**config.mk**
```make
export PLATFORM = sky130hd
export DESIGN_NAME = srio_nwr_packer
export DESIGN_NICKNAME = d
export VERILOG_FILES = /design/src/rtl/srio_pkg.sv /design/src/rtl/srio_hello_hdr.sv /design/src/rtl/srio_nwr_packer.sv
export SDC_FILE = /design/constraint.sdc
export NUM_CORES = 1
export LEC_CHECK = 0
export CAP_MARGIN = 20
export CORE_UTILIZATION = 35
export CTS_BUF_LIST = sky130_fd_sc_hd__clkbuf_16
export CTS_CLUSTER_DIAMETER = 40
export DETAILED_ROUTE_END_ITERATION = 12
export GPL_ROUTABILITY_DRIVEN = 1
export PLACE_DENSITY = 0.65
export SLEW_MARGIN = 25
export SYNTH_ARGS = -nofsm -noshare
export SYNTH_HDL_FRONTEND = slang
export SYNTH_SLANG_ARGS = --single-unit
```
**constraint.sdc**
```tcl
create_clock -name clk_srio -period 7.85 [get_ports clk_srio]
set_input_delay 1.57 -clock clk_srio [delete_from_list [all_inputs] [get_ports clk_srio]]
set_output_delay 1.57 -clock clk_srio [all_outputs]
set_load 0.02 [all_outputs]
```
**src/rtl/srio_pkg.sv**
```systemverilog
// Shared SRIO definitions: HELLO header field layout, NWRITE type codes and
// the packer state encoding.
package srio_pkg;

   localparam int unsigned ADDR_W = 34;
   localparam int unsigned TID_W  = 8;
   localparam int unsigned SIZE_W = 8;
   localparam int unsigned LEN_W  = 16;
   localparam int unsigned HDR_W  = 64;

   localparam logic [3:0] FTYPE_NWRITE = 4'h5;
   localparam logic [3:0] TTYPE_NWRITE = 4'h4;
   localparam logic [1:0] PRIO_DEFAULT = 2'b01;

   // LSB positions of the HELLO header fields
   localparam int unsigned HDR_TID_LSB   = 56;
   localparam int unsigned HDR_FTYPE_LSB = 52;
   localparam int unsigned HDR_TTYPE_LSB = 48;
   localparam int unsigned HDR_PRIO_LSB  = 45;
   localparam int unsigned HDR_CRF_BIT   = 44;
   localparam int unsigned HDR_SIZE_LSB  = 36;
   localparam int unsigned HDR_ADDR_LSB  = 0;

   typedef enum logic [1:0] {
      IDLE  = 2'd0,
      HDR   = 2'd1,
      DATA  = 2'd2,
      DRAIN = 2'd3
   } state_e;

endpackage

```
**src/rtl/srio_hello_hdr.sv**
```systemverilog
// Combinational HELLO header builder for NWRITE packets; reserved bits and
// CRF are driven to zero.
module srio_hello_hdr
   import srio_pkg::*;
(
   input  logic [TID_W-1:0]  tid_in,
   input  logic [SIZE_W-1:0] size_in,
   input  logic [ADDR_W-1:0] addr_in,
   output logic [HDR_W-1:0]  hdr_c
);

   always_comb begin
      hdr_c = '0;
      hdr_c[HDR_TID_LSB   +: TID_W]  = tid_in;
      hdr_c[HDR_FTYPE_LSB +: 4]      = FTYPE_NWRITE;
      hdr_c[HDR_TTYPE_LSB +: 4]      = TTYPE_NWRITE;
      hdr_c[HDR_PRIO_LSB  +: 2]      = PRIO_DEFAULT;
      hdr_c[HDR_CRF_BIT]             = 1'b0;
      hdr_c[HDR_SIZE_LSB  +: SIZE_W] = size_in;
      hdr_c[HDR_ADDR_LSB  +: ADDR_W] = addr_in;
   end

endmodule

```
**src/rtl/srio_nwr_packer.sv**
```systemverilog
// Packs write requests and their 64-bit payload into HELLO NWRITE packets on
// the SRIO ireq stream, splitting requests into segments of MAX_BYTES.
module srio_nwr_packer
   import srio_pkg::*;
#(
   parameter logic [15:0]       SRC_ID    = 16'h0001,
   parameter logic [15:0]       DEST_ID   = 16'h00FF,
   parameter logic [ADDR_W-1:0] BASE_ADDR = 34'h0,
   parameter logic [ADDR_W-1:0] ADDR_SPAN = 34'h1_0000,
   parameter int unsigned       MAX_BYTES = 256
) (
   input  logic              clk_srio,
   input  logic              reset_srio,
   input  logic              nwr_req_in,
   input  logic [LEN_W-1:0]  length_in,
   input  logic [63:0]       data_in,
   input  logic              valid_in,
   input  logic              first_in,
   input  logic [7:0]        keep_in,
   input  logic              last_in,
   output logic              ready_out,
   output logic [63:0]       ireq_tdata,
   output logic              ireq_tvalid,
   output logic              ireq_tlast,
   output logic [7:0]        ireq_tkeep,
   output logic [31:0]       ireq_tuser,
   input  logic              ireq_tready,
   output logic              busy_out,
   output logic              len_err_out
);

   localparam int unsigned SEG_W  = 9;
   localparam int unsigned BEAT_W = 6;
   localparam logic [SEG_W-1:0] MAX_SEG = SEG_W'(MAX_BYTES);

   state_e              state_q, state_d;
   logic [TID_W-1:0]    tid_q, tid_d;
   logic [ADDR_W-1:0]   addr_q, addr_d;
   logic [LEN_W-1:0]    rem_q, rem_d;
   logic [BEAT_W-1:0]   beat_q, beat_d;
   logic [SEG_W-1:0]    seg_q, seg_d;
   logic [HDR_W-1:0]    hdr_q, hdr_d;
   logic                len_err_q, len_err_d;

   logic [SIZE_W-1:0]   size_next_c;
   logic [HDR_W-1:0]    hdr_next_c;
   logic [BEAT_W-1:0]   sent_beats_c;
   logic                xfer_c;
   logic                seg_end_c;
   logic                req_final_c;
   logic                first_unused;

   assign first_unused = first_in;

   function automatic logic [SEG_W-1:0] seg_of(input logic [LEN_W-1:0] rem);
      if (rem > LEN_W'(MAX_BYTES)) return MAX_SEG;
      return SEG_W'(rem);
   endfunction

   function automatic logic [BEAT_W-1:0] beats_of(input logic [SEG_W-1:0] seg);
      return BEAT_W'((10'(seg) + 10'd7) >> 3);
   endfunction

   // Advance the address pointer, wrapping back to the window base
   function automatic logic [ADDR_W-1:0] addr_adv(input logic [ADDR_W-1:0] a,
                                                  input logic [ADDR_W-1:0] n);
      logic [ADDR_W-1:0] sum;
      sum = a + n;
      return (sum >= BASE_ADDR + ADDR_SPAN) ? BASE_ADDR : sum;
   endfunction

   // Header for the next segment is built from next-state values so it is
   // already registered on the first HDR cycle.
   assign size_next_c = SIZE_W'(seg_of(rem_d) - SEG_W'(1));

   srio_hello_hdr u_hdr (
      .tid_in  (tid_d),
      .size_in (size_next_c),
      .addr_in (addr_d),
      .hdr_c   (hdr_next_c)
   );

   always_comb begin
      state_d      = state_q;
      tid_d        = tid_q;
      addr_d       = addr_q;
      rem_d        = rem_q;
      beat_d       = beat_q;
      seg_d        = seg_q;
      len_err_d    = 1'b0;
      ready_out    = 1'b0;
      ireq_tdata   = '0;
      ireq_tvalid  = 1'b0;
      ireq_tlast   = 1'b0;
      ireq_tkeep   = '0;
      ireq_tuser   = '0;
      xfer_c       = valid_in & ireq_tready;
      seg_end_c    = (beat_q == BEAT_W'(1));
      req_final_c  = seg_end_c && (rem_q == LEN_W'(seg_q));
      sent_beats_c = beats_of(seg_q) - beat_q + BEAT_W'(1);

      case (state_q)
         IDLE: begin
            if (nwr_req_in) begin
               if (length_in != '0) begin
                  rem_d   = length_in;
                  state_d = HDR;
               end else begin
                  len_err_d = 1'b1;
               end
            end
         end
         HDR: begin
            ireq_tdata  = hdr_q;
            ireq_tvalid = 1'b1;
            ireq_tkeep  = 8'hFF;
            ireq_tuser  = {SRC_ID, DEST_ID};
            if (ireq_tready) begin
               seg_d   = seg_of(rem_q);
               beat_d  = beats_of(seg_of(rem_q));
               state_d = DATA;
            end
         end
         DATA: begin
            ireq_tdata  = data_in;
            ireq_tvalid = valid_in;
            ready_out   = ireq_tready;
            ireq_tuser  = {SRC_ID, DEST_ID};
            ireq_tlast  = seg_end_c | last_in;
            ireq_tkeep  = (req_final_c | last_in) ? keep_in : 8'hFF;
            if (xfer_c) begin
               beat_d = beat_q - BEAT_W'(1);
               if (seg_end_c) begin
                  rem_d  = rem_q - LEN_W'(seg_q);
                  addr_d = addr_adv(addr_q, ADDR_W'(seg_q));
                  tid_d  = tid_q + TID_W'(1);
                  if (rem_d != '0) begin
                     state_d = HDR;
                  end else if (last_in) begin
                     state_d = IDLE;
                  end else begin
                     len_err_d = 1'b1;
                     state_d   = DRAIN;
                  end
               end else if (last_in) begin
                  // Stream ended before the segment did: account only for what was sent
                  addr_d    = addr_adv(addr_q, ADDR_W'(sent_beats_c) << 3);
                  tid_d     = tid_q + TID_W'(1);
                  rem_d     = '0;
                  len_err_d = 1'b1;
                  state_d   = IDLE;
               end
            end
         end
         DRAIN: begin
            ready_out = 1'b1;
            if (valid_in && last_in) state_d = IDLE;
         end
         default: state_d = IDLE;
      endcase
   end

   assign hdr_d       = hdr_next_c;
   assign busy_out    = (state_q != IDLE);
   assign len_err_out = len_err_q;

   always_ff @(posedge clk_srio or posedge reset_srio) begin
      if (reset_srio) begin
         state_q   <= IDLE;
         tid_q     <= '0;
         addr_q    <= BASE_ADDR;
         rem_q     <= '0;
         beat_q    <= '0;
         seg_q     <= '0;
         hdr_q     <= '0;
         len_err_q <= 1'b0;
      end else begin
         state_q   <= state_d;
         tid_q     <= tid_d;
         addr_q    <= addr_d;
         rem_q     <= rem_d;
         beat_q    <= beat_d;
         seg_q     <= seg_d;
         hdr_q     <= hdr_d;
         len_err_q <= len_err_d;
      end
   end

endmodule

```
# == After elaboration in Yosys (flattened, before gate mapping) ==
# Index checks and enable logic that the tools add are counted.
# totals
input_bits,95
elab_cells,101
output_inout_bits,109
regBits,130
# classes
n_mux,54
eq_ne,11
n_addsub,10
magnitude_cmp,4
reduce_logical,11
bitwise,3
# ops
op,count
$mux 34,6
$pmux 64 s2,1
$mux 16,5
$add 34x9->34,2
$ge 34x17->1 const B,2
$mux 8,7
$mux 9,4
$gt 16x9->1 const B,2
$pmux 16 s2,1
$reduce_bool 16->1,2
$add 9x3->9 const B,2
$mux 2,9
$mux 17,1
$eq 16x9->1,1
$pmux 8 s2,1
$sub 16x9->16,1
$mux 1,12
$mux 6,2
$pmux 6 s2,1
$ne 2x2->1 const B,5
$add 8x1->8 const B,1
$pmux 2 s4,1
$sub 8x1->8 const B,1
$add 6x1->6 const B,1
16 further kinds,22

# == Depth between registers and ports, before layout ==
# Gate-level depths: netlist of the first run.
# logic_depth
depth_word,10
mapped_depth,23
depth_no_buf,21

# == By module ==
# Synthesis of the first run repeated with hierarchy kept, for this count alone.
# unflattened
cells_unflattened,1164
hier_area_um2,10321.1
# by_module_without_submodules
module,cells_each,n_inst,area_per_inst_um2,seq_area_each_um2
srio_nwr_packer,1098,1,9833.2,3503.4
srio_hello_hdr,66,1,488.0,0.0

# == Worst setup path after synthesis of the first run ==
# No wires, ideal clock.
# synth_timing
kind,flip-flop to flip-flop
start,reg seg_q[2]
end,reg addr_q[15]
required_ps,7771
slack_ps,3093
period_less_slack_ps,4757
setup_ps,79
t_arrival_ps,4678
path_stages_with_launch,23
n_path_buf,1
cell_sequence,dfrtp_1 > nor3_1 > nor2_1 > xnor2_1 > ha_1 > inv_1 > ha_1 > fa_1 > a21o_1 > a21oi_1 > xnor2_1 > xnor2_1 > ha_1 > or2_2 > o311ai_0 > or4_1 > mux2_2 > nand4_1 > nor4_1 > buf_2 > and2b_1 > o211ai_1 > mux2i_1
# synth_between
elab_chain_cells,10
word_cells_on_any_way,13
cone_classes,add/sub (5); order compare (2); mux (6)
# synth_rtl
item,line_no,rtl
start: declaration,srio_nwr_packer.sv:41,"logic [SEG_W-1:0] seg_q, seg_d;"
start signal: assignment,srio_nwr_packer.sv:183,seg_q <= seg_d;
$add 9x3->9,srio_nwr_packer.sv:61,return BEAT_W'((10'(seg) + 10'd7) >> 3);
$sub 6x6->6,srio_nwr_packer.sv:100,sent_beats_c = beats_of(seg_q) - beat_q + BEAT_W'(1);
$add 6x1->6,srio_nwr_packer.sv:100,
$add 34x9->34,srio_nwr_packer.sv:68,sum = a + n;
$ge 34x17->1,srio_nwr_packer.sv:69,return (sum >= BASE_ADDR + ADDR_SPAN) ? BASE_ADDR : sum;
$mux 34,srio_nwr_packer.sv:69,
$mux 34,srio_nwr_packer.sv:145,end else if (last_in) begin
$mux 34 (*),srio_nwr_packer.sv:133,if (seg_end_c) begin
$mux 34 (*),srio_nwr_packer.sv:131,if (xfer_c) begin
$mux 34 (*),srio_nwr_packer.sv:102,case (state_q)
end signal: assignment,srio_nwr_packer.sv:180,addr_q <= addr_d;
end: declaration,srio_nwr_packer.sv:38,"logic [ADDR_W-1:0] addr_q, addr_d;"
# Mark *: on every way between the ends. The rest lies on a longest branch, timed or not.
# A chain may end at the register's enable or synchronous reset.

# == Worst setup path in the final report of the first run ==
# layout_timing
start,in last_in
end,reg hdr_q[42]
# layout_between
elab_chain_cells,8
# layout_rtl
item,line_no,rtl
start: declaration,srio_nwr_packer.sv:20,"input logic last_in,"
$mux 16 (*),srio_nwr_packer.sv:145,
$mux 16 (*),srio_nwr_packer.sv:133,
$mux 16 (*),srio_nwr_packer.sv:131,
$pmux 16 s2 (*),srio_nwr_packer.sv:102,
$gt 16x9->1,srio_nwr_packer.sv:56,if (rem > LEN_W'(MAX_BYTES)) return MAX_SEG;
$mux 1,srio_nwr_packer.sv:56,
$mux 8 (*),srio_nwr_packer.sv:57,return SEG_W'(rem);
$sub 8x1->8 (*),srio_nwr_packer.sv:74,assign size_next_c = SIZE_W'(seg_of(rem_d) - SEG_W'(1));
net hdr_d[42],srio_nwr_packer.sv:42,"logic [HDR_W-1:0] hdr_q, hdr_d;"
end signal: assignment,srio_nwr_packer.sv:184,hdr_q <= hdr_d;
end: declaration,srio_nwr_packer.sv:42,
# Mark *: on every way through the listed nets, which the timed path passes. The rest lies on a longest branch.

==> results of run 1 <==
-- sequential cells by signal, indices dropped and copies added (netlist names) --
name         cells
addr_q          33
seg_q            9
len_err_out      1
rem_q           16
beat_q           6
hdr_q           11
state_q          2
tid_q            7
-- worst min path at each step --
stage | startpoint | endpoint
2_1_floorplan | hdr_q[63] | hdr_q[63]
3_3_place_gp | hdr_q[63] | hdr_q[63]
3_5_place_dp | hdr_q[63] | hdr_q[63]
4_1_cts | hdr_q[63] | hdr_q[63]
5_1_grt | hdr_q[63] | hdr_q[63]
6_report | hdr_q[63] | hdr_q[63]
-- routing by layer --
| metal | wire length, um | GRT usage, % |
|---|---|---|
| met5 | 0 | 0 |
| met1 | 11100 | 28.6 |
| met3 | 1450 | 3.34 |
| met4 | 430 | 5.95 |
| met2 | 11600 | 35.5 |
-- report_power, final --
part           total (uW)  switching [uW]  internal [uW]
registers             709             165            545
logic                2590            1500           1100
clock network         477             196            281
total                3780            1860           1920
-- area by class of cell --
cell class,instances,area [sq um]
inverters,41,155
clock inverters,7,97.6
well taps,280,350
clock buffers,9,225
flip-flops and latches,85,2130
repair buffers,186,1840
fillers,2105,11800
multi-input cells,771,5120
-- metrics by stage --
step                cell area (sq um)  hold WS, ns
detailed placement               9600        0.487
global route                     9920        0.515
floorplan                        7840        0.446
global placement                 9600        0.479
CTS                              9920        0.501
finish                           9920        0.498
-- layout by cell type (no fill, tap or decap), types with 9 or more instances in the layout --
cell type / n
inv_1: 40
nand2_1: 111
conb_1: 24
ha_1: 41
nor3_1: 16
xor2_1: 17
clkbuf_16: 9
a221oi_1: 9
a21o_1: 15
a22o_1: 55
dfrtp_1: 85
o31ai_1: 9
and3_1: 21
xnor2_1: 36
o21a_1: 10
o21ai_0: 64
and2_1: 21
nor4_1: 16
a21oi_1: 37
nand3_1: 32
nor2_1: 58
nand4_1: 16
a211oi_1: 10
clkdlybuf4s50_1: 179
-- cells by family (layout without fill, tap and decap cells) --
kind of cell,after synthesis,after routing,synth area share [%]
other,2,24,0.0968
buffers and inverters,121,243,7.68
and+or+nand+nor,351,351,23.5
adders and majority gates,45,45,7.65
muxes,9,9,1.18
DFF,85,85,27.4
AOI/OAI and AO/OA,289,289,26.5
xor gates and xnor gates,53,53,5.98
-- cells in the mapped netlist, drive strengths merged (22+ instances only) --
master  number
and2        23
a21oi       37
inv         41
a22o        55
and3        22
clkbuf      37
nand3       33
ha          41
dfrtp       85
buf         43
nor2        58
o21ai       73
nand2      112
xnor2       36
==> flow_metrics.env, run 1 <==
export IMPL_status="completed"
export IMPL_cp_depth=14
export IMPL_area_growth_pct=27.9
export IMPL_dp_slack_ns=1.92
export IMPL_final_cells=1379
export IMPL_h_tree_depth=3
export IMPL_critPathMaxFanout=18
export IMPL_synth_top_cell_area_share_pct=27.4
export IMPL_netlist_area_sq_mm=0.00776
export IMPL_critical_path_max_stage_delay_ns=0.73
export IMPL_min_delay_path_depth=1
export IMPL_ys_seq_elements=85
export IMPL_dominantRegCellSynth="dfrtp_1"
export IMPL_cp_num_buf_inv=2
export IMPL_cp_slowest_cell="nor2_1"
export IMPL_n_antenna_cell=0
export IMPL_start_util_pct=35.7
export IMPL_grt_use_total_pct=21.4
export IMPL_routed_wl_um=24600
export IMPL_root_buffer="clkbuf_16"
export IMPL_p_leak_uw=0.00413
export IMPL_holdBufCountCts=0
export IMPL_place_gp_congestion=0.950
export IMPL_slew_violations=0
export IMPL_reg2reg_to="addr_q[8]"
export IMPL_crit_top_cell="nand2_1"
export IMPL_cpLargestDelayFamily="simple AND/OR/NAND/NOR gates"
export IMPL_cts_tree="done"
export IMPL_fmax_ghz=0.179
export IMPL_ios=204
export IMPL_yosysSeqAreaShare_pct=27.4
export IMPL_yosys_area_top_type="dfrtp_1"
export IMPL_dp_hpwl_um=19200
export IMPL_cts_resized=0
export IMPL_cp_cell_sequence="clkdlybuf4s50_1, a31oi_1, nor2_1, o21ai_1, buf_4, a221oi_1, nand3_1, o41a_1, nor3_2, nand2_1, ha_1, nand2_1, o31ai_1, a2bb2oi_1"
export IMPL_antenna_left=0
export IMPL_fin_crit_ns=5.57
export IMPL_worstReg2RegStart="seg_q[2]"
export IMPL_finalSetupViolations=0
export IMPL_coreArea_sq_mm=0.0218
export IMPL_cts_setup_buffers=0
export IMPL_grt_remaining_overflow=0
export IMPL_final_util_pct=45.6
export IMPL_yosys_top_cells_area="dfrtp_1 (27%), ha_1 (6.6%), a22o_1 (6.2%)"
export IMPL_synth_async_reset_ratio_pct=100
export IMPL_yosysUniqueCellTypes=84
export IMPL_io_buffers=179
export IMPL_power_density_mw_per_mm2=381
export IMPL_fin_nets=1234
export IMPL_synth_cells=955
export IMPL_viasPerCell=5.58
export IMPL_numClockSinks=85
export IMPL_hold_violations=0
export IMPL_rrSetupSlack_ns=2.44
export IMPL_grt_pass1_vias=6982
export IMPL_drive_above_1_share_pct=5.10
export IMPL_worst_pin_slew_ns=1.01
export IMPL_setup_slack_ns=2.28
export IMPL_dr_first_iter_drc_count=505
export IMPL_critPathRequiredTime_ns=8.12
export IMPL_max_slew_margin_pct=32.7
export IMPL_syn_area_per_cell_sq_um=8.12
export IMPL_antenna_found_initial=0
export IMPL_grt_pass1_wl_um=37700
export IMPL_firstDrtPassIters=5
export IMPL_cts_buffer_depth=2
export IMPL_drc=0
export IMPL_start_kind="input port"
export IMPL_clkLatencyLatePin_ns=0.35
export IMPL_dieArea_sq_mm=0.0228
export IMPL_final_period_utilization_pct=71.0
export IMPL_grt_max_degree=64
export IMPL_rsz0062_at_grt="no"
export IMPL_ir_worst_vdd_uv=166
export IMPL_fp_row_count=54
export IMPL_place_inst=1363
export IMPL_tns_ns=0
export IMPL_critPathCaptureType="register"
export IMPL_clkTransAtPathRegs_ns=0.07
export IMPL_arrival_ns=5.85
export IMPL_fp_dieW_um=151
export IMPL_synth_edf_count=0
export IMPL_ys_warn_count=0
export IMPL_r2r_cells=21
export IMPL_cap_violations=0
export IMPL_power_uw=3780
export IMPL_drt_wirelength_per_cell_um=17.8
export IMPL_finClkSkew_ns=0.00760
export IMPL_die_h_um=151
export IMPL_numCtsBuffers=9
export IMPL_num_vias=7693
export IMPL_critPathKind="input port to register"
export IMPL_hold_class="register to register"
export IMPL_worst_setup_path_startpoint="last_in"
export IMPL_crit_path_end="hdr_q[42]"
Note: power is estimated with default switching activity, not from simulation.
==> run 2, diff against run 1 <==
--- a/config.mk
+++ b/config.mk
@@ -11,7 +11,7 @@
 export CTS_CLUSTER_DIAMETER = 40
 export DETAILED_ROUTE_END_ITERATION = 12
 export GPL_ROUTABILITY_DRIVEN = 1
-export PLACE_DENSITY = 0.65
+export PLACE_DENSITY = 0.67
 export SLEW_MARGIN = 25
 export SYNTH_ARGS = -nofsm -noshare
 export SYNTH_HDL_FRONTEND = slang
==> constraint.sdc (replaced) <==
create_clock -name clk_srio -period 4.7 [get_ports clk_srio]
set_input_delay 0.94 -clock clk_srio [delete_from_list [all_inputs] [get_ports clk_srio]]
set_output_delay 0.94 -clock clk_srio [all_outputs]
set_load 0.02 [all_outputs]
==> run 2 against run 1 <==
Effect of this change: the flow now finishes with violations (negative setup slack); power rose by 85%; flip-flop and latch count did not move; critical path depth rose by 10; first-iteration DRC count fell by 1.2%; global-route usage rose by 0.70 points; count of clock-buffer cells in the layout did not move; non-clock buffer count rose by 49; via count rose by 4.1%; core utilization rose by 3.3 points; final cell count rose by 3.6%; worst setup slack got worse by 2.5 ns; final area rose by 7.3%; largest cell class unchanged.
==> flow_metrics.env, run 2 (synthesis gave the netlist of run 1 again) <==
export IMPL_status="complete, but fails checks"
export IMPL_violations="negative setup slack"
export IMPL_critPathRequiredTime_ns=4.99
export IMPL_numCtsBuffers=9
export IMPL_hold_violations=0
export IMPL_holdBufCountCts=0
export IMPL_largest_reg_flops=33
export IMPL_critPathCaptureType="register"
export IMPL_layout_commonest_cell="clkdlybuf4s50_1"
export IMPL_ir_worst_vdd_uv=293
export IMPL_io_buffers=179
export IMPL_firstDrtPassIters=7
export IMPL_finalSetupViolations=13
export IMPL_grt_remaining_overflow=0
export IMPL_fmax_ghz=0.204
export IMPL_area_growth_pct=37.2
export IMPL_root_buffer="clkbuf_16"
export IMPL_mostFrequentLayoutCells="clkdlybuf4s50_1 (179), nand2_1 (108), dfrtp_1 (85), o21ai_0 (57), a22o_1 (55)"
export IMPL_fin_nets=1283
export IMPL_finClkSkew_ns=0.0126
export IMPL_fp_row_count=54
export IMPL_coreArea_sq_mm=0.0218
export IMPL_grt_pass1_vias=7281
export IMPL_num_vias=8010
export IMPL_start_kind="register"
export IMPL_dieArea_sq_mm=0.0228
export IMPL_viasPerCell=5.61
export IMPL_place_gp_congestion=0.936
export IMPL_ios=204
export IMPL_final_period_utilization_pct=104
export IMPL_numClockSinks=85
export IMPL_top_register="addr_q"
export IMPL_drt_wirelength_per_cell_um=18.1
export IMPL_start_util_pct=35.7
export IMPL_grt_pass1_wl_um=39000
export IMPL_dr_first_iter_drc_count=499
export IMPL_worst_pin_slew_ns=1.02
export IMPL_grt_max_degree=51
export IMPL_power_density_mw_per_mm2=656
export IMPL_critPathKind="register to register"
export IMPL_rsz0062_at_grt="yes"
export IMPL_routed_wl_um=25800
export IMPL_max_slew_margin_pct=31.2
export IMPL_drc=0
export IMPL_hold_class="register to register"
export IMPL_critPathMaxFanout=6
export IMPL_p_leak_uw=0.00443
export IMPL_power_uw=6990
export IMPL_setup_slack_ns=-0.199
export IMPL_clkTransAtPathRegs_ns=0.06
export IMPL_arrival_ns=5.19
export IMPL_die_h_um=151
export IMPL_dp_slack_ns=-0.396
export IMPL_register_area_sq_mm=0.00213
export IMPL_drive_above_1_share_pct=13.2
export IMPL_reg_largest_list="addr_q (33), rem_q (16), hdr_q (11)"
export IMPL_antenna_found_initial=0
export IMPL_slew_violations=0
export IMPL_multi_input_area_sq_mm=0.00543
export IMPL_grt_use_total_pct=22.1
export IMPL_n_antenna_cell=0
export IMPL_cap_violations=0
export IMPL_dp_hpwl_um=19900
export IMPL_clkLatencyLatePin_ns=0.36
export IMPL_antenna_left=0
export IMPL_nFillCells=2059
export IMPL_fp_dieW_um=151
export IMPL_fin_crit_ns=4.90
export IMPL_cts_tree="done"
export IMPL_h_tree_depth=3
export IMPL_cts_buffer_depth=2
run 2: final cells by class:
| type | instances | area share (%) |
|---|---|---|
| clock buffer | 9 | 2.12 |
| sequential | 85 | 20.0 |
| inverter | 41 | 1.46 |
| multi-input combinational | 771 | 51.0 |
| clock inverter | 7 | 0.917 |
| tap | 280 | 3.29 |
| timing repair buffer | 235 | 21.3 |
run 2: power by group:
part	total (uW)	switching (uW)	internal, uW
logic	5010	2770	2240
registers	1180	266	910
clock network	799	331	468
total	6990	3370	3620
run 2: per-layer routing:
layer	vias to the layer above	GRT usage [%]	wire, um
met5	-	0	0
met4	0	9.20	831
met3	51	3.67	1680
met2	336	35.9	12100
met1	3779	28.9	11200
li1	3844	-	-
run 2: worst max-delay path, stage by stage (launching register included):
cell and delay (ns):
dfrtp_1 0.39, nor3_2 0.26, nor2_2 0.08, xnor2_1 0.14, ha_1 0.27, inv_1 0.04, ha_2 0.17, fa_2 0.35
a21o_1 0.20, a21oi_2 0.15, xnor2_1 0.15, xnor2_1 0.12, ha_2 0.35, or2_4 0.15, buf_6 0.11, nand3_2 0.07
a21o_1 0.23, buf_6 0.15, o32ai_4 0.24, o22ai_4 0.15, buf_6 0.14, or4_4 0.60, nor2_2 0.14, a22o_1 0.13
a21o_1 0.08
run 2: final timing paths:
check	start	end	slack, ns	depth (start not counted)
max	seg_q[2]	addr_q[13]	-0.20	24
min	hdr_q[63]	hdr_q[63]	0.47	1
max reg2reg	seg_q[2]	addr_q[13]	-0.20	24
min reg2reg	hdr_q[63]	hdr_q[63]	0.47	1
max in group asynchronous	reset_srio	addr_q[0]	2.88	3
min in group asynchronous	reset_srio	state_q[1]	1.00	2
run 2: what timing repair did:
| item | 4_1_cts | 5_1_grt |
|---|---|---|
| pin swaps | 15 | 29 |
| endpoints found under the setup margin | 16 | 16 |
| buffers inserted | 7 | 5 |
| resized for setup | 21 | 53 |
| gates cloned | 1 | 0 |
run 2: per-stage QoR:
| step | instances | cell area (sq um) | hold WS [ns] | util (%) | setup TNS (ns) |
|---|---|---|---|---|---|
| 2_1_floorplan | 977 | 7850 | 0.446 | - | 0 |
| 3_3_place_gp | 1399 | 9890 | 0.471 | 45.5 | -2.62 |
| 3_5_place_dp | 1399 | 9890 | 0.463 | 45.5 | -4.09 |
| 4_1_cts | 1423 | 10300 | 0.476 | 47.6 | -0.597 |
| 5_1_grt | 1428 | 10600 | 0.518 | 48.9 | -4.51 |
| 6_report | 1428 | 10600 | 0.474 | 48.9 | -1.71 |
